[src/rtl/dwa_selector.sv]
// ---------------------------------------------------------------------------
// dwa_selector
//   Data-weighted-averaging element selector for a unit-element DAC. Each
//   accepted quantizer level L (clamped to 0..N_ELEM) enables L consecutive
//   unit elements, starting at the rotation pointer. The pointer then
//   advances by L, so element usage is spread evenly over time and
//   mismatch errors are first-order noise shaped.
//
// Parameters
//   INPUT_WIDTH  width of the signed level input
//   N_ELEM       number of unit elements (power of two, 4..64)
//   PTR_W        derived pointer width, clog2(N_ELEM)
//
// Ports
//   clk_i        clock, rising-edge active
//   rst_i        asynchronous, active-high reset
//   level_i      signed quantized level
//   in_valid_i   level_i valid
//   in_ready_o   block can take level_i this cycle
//   sel_o        unit-element enable vector, bit i drives element i
//   out_valid_o  sel_o valid
//   out_ready_i  downstream accepts sel_o
//   ptr_o        rotation pointer (first element of the next sample)
//
// Optional feature, enabled by defining DWA_SAT_CNT_EN:
//   sat_o        registered with sel_o, 1 when the accepted level was clamped
//   sat_cnt_o    count of clamped accepts, saturating at 0xFFFF
// ---------------------------------------------------------------------------
module dwa_selector #(
    parameter int  INPUT_WIDTH = 16,
    parameter int  N_ELEM      = 16,
    localparam int PTR_W       = $clog2(N_ELEM)
) (
    input  logic                          clk_i,
    input  logic                          rst_i,
    input  logic signed [INPUT_WIDTH-1:0] level_i,
    input  logic                          in_valid_i,
    output logic                          in_ready_o,
    output logic        [N_ELEM-1:0]      sel_o,
    output logic                          out_valid_o,
    input  logic                          out_ready_i,
    output logic        [PTR_W-1:0]       ptr_o
`ifdef DWA_SAT_CNT_EN
    ,
    output logic                          sat_o,
    output logic        [15:0]            sat_cnt_o
`endif
);

    // Clamp the signed level into 0..N_ELEM. One extra bit is needed so that
    // L = N_ELEM (all elements on) is representable.
    function automatic logic [PTR_W:0] clamp_level(input logic signed [INPUT_WIDTH-1:0] lvl);
        int x;
        x = int'(lvl);
        if (x < 0)
            clamp_level = '0;
        else if (x > N_ELEM)
            clamp_level = (PTR_W+1)'(N_ELEM);
        else
            clamp_level = x[PTR_W:0];
    endfunction

    function automatic logic is_clamped(input logic signed [INPUT_WIDTH-1:0] lvl);
        int x;
        x = int'(lvl);
        is_clamped = (x < 0) || (x > N_ELEM);
    endfunction

    logic [N_ELEM-1:0] sel_q, sel_d;
    logic              vld_q, vld_d;
    logic [PTR_W-1:0]  ptr_q, ptr_d;

    logic              accept;
    logic [PTR_W:0]    lvl_clamped;
    logic [N_ELEM-1:0] rot_sel;

    // A stalled output (valid and not consumed) blocks new input; otherwise
    // the output register is free or being drained this very cycle.
    assign in_ready_o  = !vld_q || out_ready_i;
    assign accept      = in_valid_i && in_ready_o;
    assign lvl_clamped = clamp_level(level_i);

    // Element i is enabled when its distance from the pointer, taken modulo
    // N_ELEM, is below L. The modulo falls out of PTR_W-bit wrap-around, so
    // runs crossing element N_ELEM-1 continue at element 0.
    always_comb begin
        logic [PTR_W-1:0] off;
        off     = '0;
        rot_sel = '0;
        for (int i = 0; i < N_ELEM; i++) begin
            off        = PTR_W'(i) - ptr_q;
            rot_sel[i] = ({1'b0, off} < lvl_clamped);
        end
    end

    always_comb begin
        sel_d = sel_q;
        vld_d = vld_q;
        ptr_d = ptr_q;
        if (accept) begin
            sel_d = rot_sel;
            vld_d = 1'b1;
            // Dropping the top bit makes L = N_ELEM a full turn (no change).
            ptr_d = ptr_q + lvl_clamped[PTR_W-1:0];
        end else if (out_ready_i) begin
            vld_d = 1'b0;
        end
    end

    always_ff @(posedge clk_i or posedge rst_i) begin
        if (rst_i) begin
            sel_q <= '0;
            vld_q <= 1'b0;
            ptr_q <= '0;
        end else begin
            sel_q <= sel_d;
            vld_q <= vld_d;
            ptr_q <= ptr_d;
        end
    end

    assign sel_o       = sel_q;
    assign out_valid_o = vld_q;
    assign ptr_o       = ptr_q;

`ifdef DWA_SAT_CNT_EN
    logic        sat_q, sat_d;
    logic [15:0] sat_cnt_q, sat_cnt_d;
    logic        clamp_hit;

    assign clamp_hit = is_clamped(level_i);

    always_comb begin
        sat_d     = sat_q;
        sat_cnt_d = sat_cnt_q;
        if (accept) begin
            sat_d = clamp_hit;
            if (clamp_hit && (sat_cnt_q != 16'hFFFF))
                sat_cnt_d = sat_cnt_q + 16'd1;
        end
    end

    always_ff @(posedge clk_i or posedge rst_i) begin
        if (rst_i) begin
            sat_q     <= 1'b0;
            sat_cnt_q <= '0;
        end else begin
            sat_q     <= sat_d;
            sat_cnt_q <= sat_cnt_d;
        end
    end

    assign sat_o     = sat_q;
    assign sat_cnt_o = sat_cnt_q;
`else
    // Keeps the clamp-flag helper referenced in builds without the counter.
    logic unused_clamp;
    assign unused_clamp = is_clamped(level_i);
`endif

endmodule
[config.mk]
export PLATFORM = sky130hd
export DESIGN_NAME = dwa_selector
export DESIGN_NICKNAME = d
export VERILOG_FILES = /design/src/rtl/dwa_selector.sv
export SDC_FILE = /design/constraint.sdc
export NUM_CORES = 1
export LEC_CHECK = 0
export BUFFER_PORTS_ARGS = -buffer_cell sky130_fd_sc_hd__buf_2
export CAP_MARGIN = 20
export CORE_MARGIN = 3
export CORE_UTILIZATION = 58
export DETAILED_ROUTE_END_ITERATION = 10
export PLACE_DENSITY = 0.85
export SLEW_MARGIN = 20
export SYNTH_ARGS = -nofsm -noshare
export SYNTH_HDL_FRONTEND = slang
export SYNTH_SLANG_ARGS = --single-unit
[constraint.sdc]
create_clock -name clk_i -period 6.5 [get_ports clk_i]
set_input_delay 1.3 -clock clk_i [delete_from_list [all_inputs] [get_ports clk_i]]
set_output_delay 1.3 -clock clk_i [all_outputs]
set_load 0.05 [all_outputs]
; ---- Word level (Yosys, flattened, before mapping)
; Cells that the tools add are included.
; Widths: inputs -> output; s select.
[totals]
reg_bits = 21
in_bits = 20
output_inout_bits = 22
[op_classes]
n_addsub = 17
order_cmp = 18
muxes = 4
n_reduce_logical = 4
[ops]
columns = operator, count
row1 = $lt 4x5->1, 16
row2 = $sub 4x4->4 const A, 8
row3 = $gt 16x6->1 const B, 1
row4 = $lt 16x1->1 const B, 1
row5 = $sub 3x4->4 const A, 4
row6 = $mux 5, 2
row7 = $sub 1x4->4 const A, 2
row8 = $sub 2x4->4 const A, 2
row9 = $add 4x4->4, 1
row10 = $mux 1, 2
row11 = $reduce_bool 2->1, 1
row12 = $logic_and 1x1->1, 1
row13 = $logic_not 1->1, 1
row14 = $logic_or 1x1->1, 1

; ---- Logic depth before layout (Yosys ltp)
[logic_depth]
word_depth = 4
depth_mapped = 11

; ---- Worst setup path before layout
; OpenSTA, ideal clock, no wires.
[synth_timing]
kind = input -> register
start = input port level_i[11]
end = register sel_q[10], in the netlist sel_o[10]
setup_time_ns = 0.077
arrival_ns = 3.758
t_required_ns = 6.423
path_slack_ns = 2.665
path_stages = 10
n_path_buf = 0
cell_sequence = or4_4 > nor4_4 > and2_2 > nor2b_1 > nand2_1 > ha_1 > a21o_1 > a21o_1 > maj3_1 > a21oi_1
[synth_between]
elab_chain_cells = 4
[synth_rtl]
columns = item, line_no
row1 = start: declaration, 36  ; input logic signed [INPUT_WIDTH-1:0] level_i,
row2 = $gt 16x6->1, --
row3 = $mux 5, 57  ; else if (x > N_ELEM)
row4 = $mux 5 (*), 55  ; if (x < 0)
row5 = $lt 4x5->1 (*), 92  ; rot_sel[i] = ({1'b0, off} < lvl_clamped);
row6 = end signal: assignment, 116  ; sel_q <= sel_d;
row7 = end: declaration, 69  ; logic [N_ELEM-1:0] sel_q, sel_d;
; Every way passes the cells marked *; elsewhere a longest branch is shown, timed or not.
; A chain may end at the register's enable or synchronous reset.

; ---- Worst setup path in the final report
[layout_timing]
start = input port level_i[11]
end = register sel_q[12], in the netlist sel_o[12]
; Same word-level chain as after synthesis.

==> results by group <==
Status
  • Status: completed

Power
  • VDD IR max: 0.000168 V
  • Internal: 0.343 mW
  • Clock power share: 9.4%
  • Leakage: 0.918 nW
  • Pwr Density: approximately 340 nW/um2
  • Combinational share of power: approximately 62%
  • Sequential fraction of design power: 28.6%
  • Fraction of power spent switching nets: 50.0%
  • Switching power: 0.343 mW

Worst setup path
  • R2R Path End: sel_o[10]
  • Crit path required time: 6740 ps
  • Crit Path Max Fanout: 6
  • R2r startpoint: ptr_o[1]
  • Worst reg-to-reg path cell count: 8
  • Flop2flop setup slack: 4150 ps
  • Kind of end point of the critical path: flop
  • CP Class: in -> reg
  • CP arrival: 4090 ps
  • Startpoint Class: input pin

Clock network
  • # hold bufs at CTS: 0
  • Clock slew at reported path FFs: 120 ps
  • TritonCTS Sinks: 21
  • PostCTS Resize Cnt: 0
  • Setup bufs post-CTS: 0
  • Clock latency at the later pin of the worst-skew pair: slightly above 300 ps
  • CTS tree: done
  • Clock buffer depth: 2
  • CTS root buf: clkbuf_4
  • H-tree Lvls: 1
  • CTS buffer count: 3

GRT
  • Largest net degree at the start of global routing: 27
  • Initial antenna violation count: 0
  • Vias in the first global route: between 1000 and 1500
  • Total gr overflow: 0
  • First-pass GRT wire length: 5.96 mm
  • Tot GR Track Use: approximately a fifth

Layout
  • Most frequent cells in the layout: buf_2 (41), ha_1 (27), dfrtp_1 (21), nor2_1 (19)
  • Reg area: 526 um2
  • Antenna Cells: 0
  • Layout area overhead: 13.2%
  • Filler cell count: 234
  • Design Area, Final: roughly 2000 um2
  • Share of layout cells above drive strength 1: a little under a third
  • Multi-input logic area: between 1000 and 1500 um2
  • Commonest non-fill, non-tap cell in the layout: buf_2
  • NumNets Final: 265

STA
  • Crit share post-route: 59.2%
  • Fin Hold WS: 523 ps
  • Min Clock Period, post-route: 3850 ps
  • Setup TNS: 0 ps
  • Relative slew slack: 42.4%
  • Hold violation count in the final report: 0
  • Final setup fails: 0
  • Final WS setup: ~2700 ps
  • Slew @ Worst Pin: 864 ps
  • Fmax: 260 MHz
  • Final Max Slew Viols: 0
  • Clock Skews: roughly 2 ps
  • RSZ-0062 raised after global routing: false

Synth
  • Mapped Avg Cell Area: about 9.9 um2
  • Synthesized Nets: 226
  • Synth unique cells: 30
  • Cell area after synthesis: 1760 um2
  • Seq cells post-synth: 21
  • Combinational family with the most area after synthesis: adder cells
  • Post-synthesis xor/xnor area fraction: 8.96%
  • Simple-gate area share of the yosys netlist: 11.4%
  • Ys Warns: 0
  • Synth Area in Compound Gates: 15.6%
  • Mapped Cells: roughly 180
  • Mux contribution to synthesized area: 0%
  • Synth Area in Adders: roughly 29%
  • Sequential area share after synthesis: 29.9%

Place
  • Routability Congestion: 0.864
  • Port Buffers: roughly 40
  • DPL Wire Length: between 2 and 3 mm
  • Worst slack at placement: approximately 2300 ps
  • Dpl cell area: between 1500 and 2000 um2

Detailed routing
  • Via density: 5.44
  • Drt pass-1 iters: 4
  • Via count: 1343
  • Routed Antenna Nets: 0
  • Drt wl/cell: 14.6 um
  • Starting DRC count in detailed routing: 45
  • Routed WL: 3.60 mm
  • # DRC: 0

Worst hold path
  • Hold Path Sink: sel_o[15]
  • Hold path depth: 1
  • HP Class: reg -> reg
  • Hold_sp: sel_o[15]

Floorplanning
  • Core Region: 2830 um2
  • FP Rows: 19
  • Starting Density: 62.2%
  • Die width: around 60 um
  • Die Area: 3730 um2
  • Top Ports: 42
  • Die Span Y: around 61 um

Job
  • Max Cap Viol: 0
==> per-layer routing <==
metal | GRT usage, % | share of wire (%) | wire length (um) | vias to the layer above
met5 | 0 | 0 | 0 | -
met4 | 7.12 | 1.7 | 60 | 0
met3 | 2.94 | 3.4 | 124 | 7
met2 | 37.9 | 52 | 1870 | 29
met1 | 26.3 | 43 | 1540 | 633
li1 | - | - | - | 674
==> synthesized netlist by cell type <==
master    number  area [um2]
o21bai_1       3        22.5
dfrtp_1       21         526
o21a_1         1        7.51
nor4_4         1        21.3
a21oi_2        9        78.8
or4_4          1        11.3
clkinv_1       1        3.75
xor2_1         4        35.0
nand4b_4       1        23.8
maj3_2         9         101
maj3_1         5        50.1
xnor2_1       14         123
fa_1           1        20.0
a21o_1         9        67.6
buf_6          1        11.3
ha_1          27         338
nand2b_1       2        12.5
clkbuf_1       4        15.0
and2_1         4        25.0
and2_2         1        7.51
nand2_1        4        15.0
inv_1         14        52.6
o22a_1         2        17.5
nor2b_1        1        6.26
buf_4          1        7.51
buf_1          1        3.75
a21oi_1       13        65.1
o21ai_0        3        15.0
nor4_1         1        6.26
nor2_1        19        71.3
==> final cells by class <==
cell class | instances | area share, %
clock buffer | 4 | 1.32
inverter | 15 | 2.82
multi-input combinational | 135 | 57.3
timing repair buffer | 41 | 10.3
tap | 31 | 1.95
sequential | 21 | 26.4
==> critical path: stages <==
cell     delay, ps
buf_2          100
or4_4          530
nor4_4         200
and2_2         220
nor2b_1        280
nand2_1        240
ha_1           350
a21o_1         200
a21o_1         200
maj3_1         330
a21oi_1        150
==> cell families (layout without fill, tap and decap cells) <==
| family | Yosys count | count (layout) |
|---|---|---|
| buffers and inverters | 22 | 60 |
| XOR/XNOR | 18 | 18 |
| flip-flops | 21 | 21 |
| AO/OA/AOI/OAI | 40 | 40 |
| adder cells (fa/ha/maj) | 42 | 42 |
| AND/OR/NAND/NOR | 35 | 35 |
==> registers in the layout (all words and copies together), names as in the netlist <==
signal,cells
sel_o,16
ptr_o,4
out_valid_o,1
==> how the worst max path moves through the flow <==
stage	startpoint	endpoint	slack, ps
floorplan	level_i[11]	sel_o[10]	2660
global placement	level_i[11]	sel_o[8]	2400
detailed placement	level_i[11]	sel_o[12]	2340
CTS	level_i[11]	sel_o[12]	2650
global route	level_i[11]	sel_o[8]	2470
finish	level_i[11]	sel_o[12]	2650
==> power groups by stage <==
stage / registers, mW / clock network [mW] / logic [mW]
after floorplan: 0.295 / 0 / 0.236
after global placement: 0.196 / 0 / 0.409
after detailed placement: 0.199 / 0 / 0.426
after CTS: 0.197 / 0.0666 / 0.429
after global routing: 0.202 / 0.0715 / 0.470
final: 0.196 / 0.0644 / 0.426
==> through the flow <==
stage / std cells / utilization [%] / power, mW
floorplan: 178 / - / 0.532
global route: 247 / 70.5 / 0.743
global placement: 243 / 69.5 / 0.605
finish: 247 / 70.5 / 0.686
detailed placement: 243 / 69.5 / 0.626
CTS: 247 / 70.5 / 0.692
Power figures use the tool's default switching activity.
